File: src/rtl/ie_fetch_predecode.sv
// Fetch/predecode stage: reads opcode plus 0-2 operand bytes over a byte bus
// and presents one decoded-length instruction bundle per valid/ready handshake.
module ie_fetch_predecode #(
  parameter logic [15:0] RESET_PC = 16'h8000
) (
  input  logic        clk,
  input  logic        rst,
  output logic [15:0] mem_addr,
  output logic        mem_rd,
  input  logic        mem_gnt,
  input  logic [7:0]  mem_rdata,
  input  logic        redirect_valid,
  input  logic [15:0] redirect_pc,
  output logic        out_valid,
  input  logic        out_ready,
  output logic [7:0]  out_opcode,
  output logic [15:0] out_operand,
  output logic [1:0]  out_len,
  output logic        out_immediate,
  output logic [15:0] out_pc,
  output logic [15:0] out_pc_next
);

  typedef enum logic [2:0] {
    S_OP_REQ,
    S_OP_DAT,
    S_LO_REQ,
    S_LO_DAT,
    S_HI_REQ,
    S_HI_DAT,
    S_OUT
  } state_t;

  state_t      state, state_nxt;
  logic [15:0] pc;
  logic [15:0] op_pc;
  logic [7:0]  op_q;
  logic [7:0]  lo_q;
  logic [1:0]  len_q;
  logic        is_req;
  logic        gnt;
  logic        load_bundle;
  logic [7:0]  b_opcode;
  logic [15:0] b_operand;
  logic [1:0]  b_len;
  logic        b_imm;
  logic [15:0] b_pc;

  function automatic logic [1:0] inst_len(input logic [7:0] op);
    if (op == 8'h20 || op[3:2] == 2'b11 || op[4:0] == 5'b11001)
      return 2'd3;
    else if (op == 8'h00 || op == 8'h40 || op == 8'h60 ||
             op[3:0] == 4'h8 || op[3:0] == 4'hA)
      return 2'd1;
    else
      return 2'd2;
  endfunction

  function automatic logic is_imm(input logic [7:0] op);
    return (op[4:0] == 5'b01001) || (op == 8'hA0) || (op == 8'hA2) ||
           (op == 8'hC0) || (op == 8'hE0);
  endfunction

  // Request is masked while rst is held so no grant can be taken during reset.
  assign is_req    = (state == S_OP_REQ) || (state == S_LO_REQ) || (state == S_HI_REQ);
  assign mem_rd    = is_req && !rst;
  assign mem_addr  = pc;
  assign gnt       = mem_rd && mem_gnt;
  assign out_valid = (state == S_OUT);

  always_comb begin
    state_nxt = state;
    if (redirect_valid) begin
      state_nxt = S_OP_REQ;
    end else begin
      case (state)
        S_OP_REQ: if (gnt) state_nxt = S_OP_DAT;
        S_OP_DAT: state_nxt = (inst_len(mem_rdata) == 2'd1) ? S_OUT : S_LO_REQ;
        S_LO_REQ: if (gnt) state_nxt = S_LO_DAT;
        S_LO_DAT: state_nxt = (len_q == 2'd2) ? S_OUT : S_HI_REQ;
        S_HI_REQ: if (gnt) state_nxt = S_HI_DAT;
        S_HI_DAT: state_nxt = S_OUT;
        S_OUT:    if (out_ready) state_nxt = S_OP_REQ;
        default:  state_nxt = S_OP_REQ;
      endcase
    end
  end

  // Bundle assembly; pc already points past the last fetched byte here.
  always_comb begin
    b_opcode  = op_q;
    b_operand = 16'h0000;
    b_len     = len_q;
    b_imm     = is_imm(op_q);
    b_pc      = op_pc;
    case (state)
      S_OP_DAT: begin
        b_opcode = mem_rdata;
        b_len    = inst_len(mem_rdata);
        b_imm    = is_imm(mem_rdata);
        b_pc     = pc - 16'd1;
      end
      S_LO_DAT: b_operand = {8'h00, mem_rdata};
      S_HI_DAT: b_operand = {mem_rdata, lo_q};
      default:  b_operand = 16'h0000;
    endcase
    load_bundle = (state != S_OUT) && (state_nxt == S_OUT);
  end

  always_ff @(posedge clk) begin
    if (rst) begin
      state         <= S_OP_REQ;
      pc            <= RESET_PC;
      op_pc         <= 16'h0000;
      op_q          <= 8'h00;
      lo_q          <= 8'h00;
      len_q         <= 2'd0;
      out_opcode    <= 8'h00;
      out_operand   <= 16'h0000;
      out_len       <= 2'd0;
      out_immediate <= 1'b0;
      out_pc        <= 16'h0000;
      out_pc_next   <= 16'h0000;
    end else begin
      state <= state_nxt;
      if (redirect_valid)
        pc <= redirect_pc;
      else if (gnt)
        pc <= pc + 16'd1;
      if (state == S_OP_DAT) begin
        op_q  <= mem_rdata;
        op_pc <= pc - 16'd1;
        len_q <= inst_len(mem_rdata);
      end
      if (state == S_LO_DAT)
        lo_q <= mem_rdata;
      if (load_bundle) begin
        out_opcode    <= b_opcode;
        out_operand   <= b_operand;
        out_len       <= b_len;
        out_immediate <= b_imm;
        out_pc        <= b_pc;
        out_pc_next   <= pc;
      end
    end
  end

endmodule

File: config.mk
export PLATFORM = sky130hd
export DESIGN_NAME = ie_fetch_predecode
export DESIGN_NICKNAME = d
export VERILOG_FILES = /design/src/rtl/ie_fetch_predecode.sv
export SDC_FILE = /design/constraint.sdc
export NUM_CORES = 1
export LEC_CHECK = 0
export BUFFER_PORTS_ARGS = -buffer_cell sky130_fd_sc_hd__buf_2
export CAP_MARGIN = 20
export CORE_MARGIN = 4
export CORE_UTILIZATION = 39
export CTS_CLUSTER_DIAMETER = 200
export DETAILED_ROUTE_END_ITERATION = 7
export GPL_ROUTABILITY_DRIVEN = 0
export MAX_ROUTING_LAYER = met4
export PLACE_DENSITY = 0.71
export SLEW_MARGIN = 15
export SYNTH_ARGS = -nofsm -noshare
export SYNTH_HDL_FRONTEND = slang
export SYNTH_SLANG_ARGS = --single-unit
File: constraint.sdc
create_clock -name clk -period 2 [get_ports clk]
set_input_delay 0.3 -clock clk [delete_from_list [all_inputs] [get_ports clk]]
set_output_delay 0.3 -clock clk [all_outputs]
set_load 0.05 [all_outputs]
==> impl_metrics.json <==
{
  "synth_enable_flop_cells": 0,
  "timing.final.max_slew_violations": 0,
  "clock-root-buffer": "sky130_fd_sc_hd__clkbuf_16",
  "maxCapViolations": 0,
  "clock-sinks": 112,
  "placementRows": 41,
  "yosys_warnings": 0,
  "synthesis.area_per_instance_um2": 8.731,
  "timing.setup.critical_path_class": "reg -> reg",
  "asyncSetResetFlopFracSynth_pct": 0,
  "finalCriticalPeriod_ns": 1.951,
  "layout-drive-gt1-share_pct": 34.37,
  "detail_route.drc_violations": 0,
  "slew_headroom_pct": 70.01,
  "worst_slack_ns": 0.04886,
  "synth_compound_gate_area_share_pct": 20.27,
  "yosysSeqAreaShare_pct": 43.09,
  "num_io_pins": 106,
  "dp_slack_ns": -0.1350,
  "antenna_found_initial": 0,
  "synth_adder_area_share_pct": 0.4809,
  "post_drt_via_cell_ratio": 5.500,
  "irDropWorstVdd_uv": 472.1,
  "yosys-top-cells-area": "sky130_fd_sc_hd__dfxtp_1 43%, sky130_fd_sc_hd__a21oi_1 4.8%, sky130_fd_sc_hd__o21ai_0 3.9%",
  "finalCritPeriodShare_pct": 97.56,
  "gr_overflow_total": 0,
  "post_synth_num_cell_types": 60,
  "synthMuxAreaShare_pct": 4.689,
  "cts_made_buffers": 9,
  "postRouteAntennaNets": 0,
  "dp_hpwl_um": 10620,
  "arrival_time_reported_for_the_critical_path_endpoint_ns": 2.22,
  "route.met3.wl_um": 1105,
  "post_drt_wl_per_cell_um": 16.87,
  "grt_util_all_layers_pct": 20.00,
  "dr.pass1.iters": 4,
  "cts_tree": "yes",
  "setup-tns-final_ns": 0,
  "mappedNetlistNets": 627,
  "wl_met2_um": 6747,
  "buffer_ports.inserted": 105,
  "highest_routing_layer_actually_used": "met4",
  "htree_levels": 3,
  "insertion_delay_ns": 0.36,
  "core_um2": 12820,
  "syn_area_um2": 5204,
  "flow.area_growth_from_synthesis_pct": 25.82,
  "post_synth_xor_area_fraction_pct": 3.871,
  "first_global_vias": 4638,
  "design.final.nets": 736,
  "setup_repair_after_global_routing_missed_its_margin": "yes",
  "largest_net_degree_at_the_start_of_global_routing": 84,
  "min_path_type": "in -> reg",
  "maxClockFrequency_mhz": 512.5,
  "ys.flop_type": "sky130_fd_sc_hd__dfxtp_1",
  "diodes": 0,
  "setup_viol": 0,
  "yosysTopAreaCell": "sky130_fd_sc_hd__dfxtp_1",
  "synth_top_cell_area_share_pct": 43.09,
  "grt_first_pass_wirelength_um": 23550,
  "status": "completed",
  "largest_clock_skew_in_the_final_design_ns": 0.004808,
  "worst_setup_hold_path_clk_slew_ns": 0.07,
  "yosys.area_share.simple_pct": 20.97,
  "worstHoldStart": "redirect_pc[2]",
  "cts.hold.buffers_added": 0,
  "crit_path_max_fanout": 6,
  "rr_startpoint": "state[2]",
  "route.vias.total": 4851,
  "power_density_nw_per_um2": 707.6,
  "layout.cells.non_filler": 882,
  "detailed_routing_wirelength_on_met1_um": 6858,
  "worstPathRequired_ns": 2.26,
  "report.final.hold_viol_count": 0,
  "postRouteWirelength_um": 14880,
  "die_area_um2": 15250,
  "ys_seq_elements": 112,
  "critPathLaunchType": "register",
  "p_leak_nw": 2.784,
  "initial_standard_cell_utilization_of_the_core_pct": 40.58,
  "timing.critical_path.from": "state[2]",
  "timing_worst_slew_pin_value_ns": 0.4488,
  "clock_tree.buffer_depth": 2,
  "place_inst": 865,
  "die_height_um": 123.5,
  "initialDrtViolationCount": 418,
  "netlist_instances": 596,
  "synth_top_family_by_area": "simple AND/OR/NAND/NOR gates",
  "floorplan.die.width_um": 123.5,
  "critical_path_end_type": "register"
}
==> timing repair <==
item / CTS / global route
pin swaps: 0 / 2
setup buffers: 0 / 1
setup endpoints to repair: 3 / 66
gates resized for setup: 1 / 19
==> state kept, by name, summed over array words and instances (netlist names) <==
signal / flops
op_pc: 16
out_immediate: 1
out_pc: 16
out_len: 2
lo_q: 8
mem_addr: 16
state: 3
out_operand: 16
out_pc_next: 16
op_q: 8
len_q: 2
out_opcode: 8
==> cells by family after synthesis <==
group	count (synthesis)
and+or+nand+nor	209
AOI/OAI and AO/OA	158
DFF	112
buffers and inverters	73
xor gates and xnor gates	23
muxes	19
adders and majority gates	2
==> metal layers <==
| layer | up-vias | GRT usage, % |
|---|---|---|
| met5 | - | - |
| met4 | 0 | 5.329 |
| met3 | 15 | 5.032 |
| met2 | 199 | 30.17 |
| met1 | 2291 | 26.81 |
| li1 | 2346 | - |
==> synthesized netlist by cell type (5+ instances only) <==
master and count:
sky130_fd_sc_hd__o21ai_0 41, sky130_fd_sc_hd__inv_1 10, sky130_fd_sc_hd__nand4_1 15, sky130_fd_sc_hd__a211oi_1 13, sky130_fd_sc_hd__a21oi_1 50, sky130_fd_sc_hd__nor2_1 41, sky130_fd_sc_hd__mux2_4 10, sky130_fd_sc_hd__buf_2 12
sky130_fd_sc_hd__nand2_1 46, sky130_fd_sc_hd__nand3_1 28, sky130_fd_sc_hd__xnor2_1 19, sky130_fd_sc_hd__mux2i_1 6, sky130_fd_sc_hd__a22o_1 8, sky130_fd_sc_hd__nor4_1 9, sky130_fd_sc_hd__buf_6 5, sky130_fd_sc_hd__dfxtp_1 112
sky130_fd_sc_hd__buf_4 5, sky130_fd_sc_hd__nor2b_1 18, sky130_fd_sc_hd__nor3_1 17, sky130_fd_sc_hd__clkbuf_1 37, sky130_fd_sc_hd__and3_1 12, sky130_fd_sc_hd__a31o_2 16
==> per-stage QoR <==
| step | instance area [um^2] | hold slack, ns | utilization [%] | power, mW |
|---|---|---|---|---|
| 3_5_place_dp | 6190 | 0.4600 | 48.26 | 2.968 |
| 5_1_grt | 6548 | 0.1885 | 51.05 | 4.795 |
| 4_1_cts | 6472 | 0.1804 | 50.47 | 4.634 |
| 6_report | 6548 | 0.1797 | 51.05 | 4.633 |
| 3_3_place_gp | 6190 | 0.4555 | 48.26 | 2.957 |
| 2_1_floorplan | 5365 | 0.4371 | - | 2.752 |
==> final cells by class <==
cell class	count	area, um^2
fillers	1183	6277
multi-input cells	411	2763
flip-flops and latches	112	2255
repair buffers	160	999.7
clock buffers	10	229.0
well taps	172	215.2
clock inverters	6	45.04
inverters	11	41.29
==> worst paths after layout <==
kind | endpoint | slack (ns) | cells past startpoint
setup / recovery | mem_addr[6] | 0.05 | 6
hold / removal | mem_addr[2] | 0.18 | 3
setup reg to reg | mem_addr[6] | 0.05 | 6
hold reg to reg | out_pc_next[5] | 0.47 | 2
==> where the power goes <==
part	switching (mW)	internal, mW
Clock	0.842	0.850
Combinational	0.383	0.221
Sequential	0.0585	2.28
==> cell usage in the layout, fill, tap and decap left out, drive strengths merged, types with 12 or more instances in the layout <==
| master | instances |
|---|---|
| xnor2 | 19 |
| a211oi | 15 |
| buf | 160 |
| a21oi | 50 |
| nor2 | 41 |
| nand2 | 48 |
| nand4 | 15 |
| a31o | 20 |
| and3 | 12 |
| o21ai | 41 |
| nand3 | 28 |
| dfxtp | 112 |
| nor2b | 18 |
| nor3 | 17 |
| mux2 | 13 |
==> critical path, cell delays in order (launching register included) <==
cell                       delay, ns
sky130_fd_sc_hd__dfxtp_1        0.37
sky130_fd_sc_hd__buf_4          0.19
sky130_fd_sc_hd__a211oi_4       0.23
sky130_fd_sc_hd__nand4_1        0.28
sky130_fd_sc_hd__buf_4          0.24
sky130_fd_sc_hd__or3_1          0.30
sky130_fd_sc_hd__a311oi_1       0.25
Power figures use the tool's default switching activity.
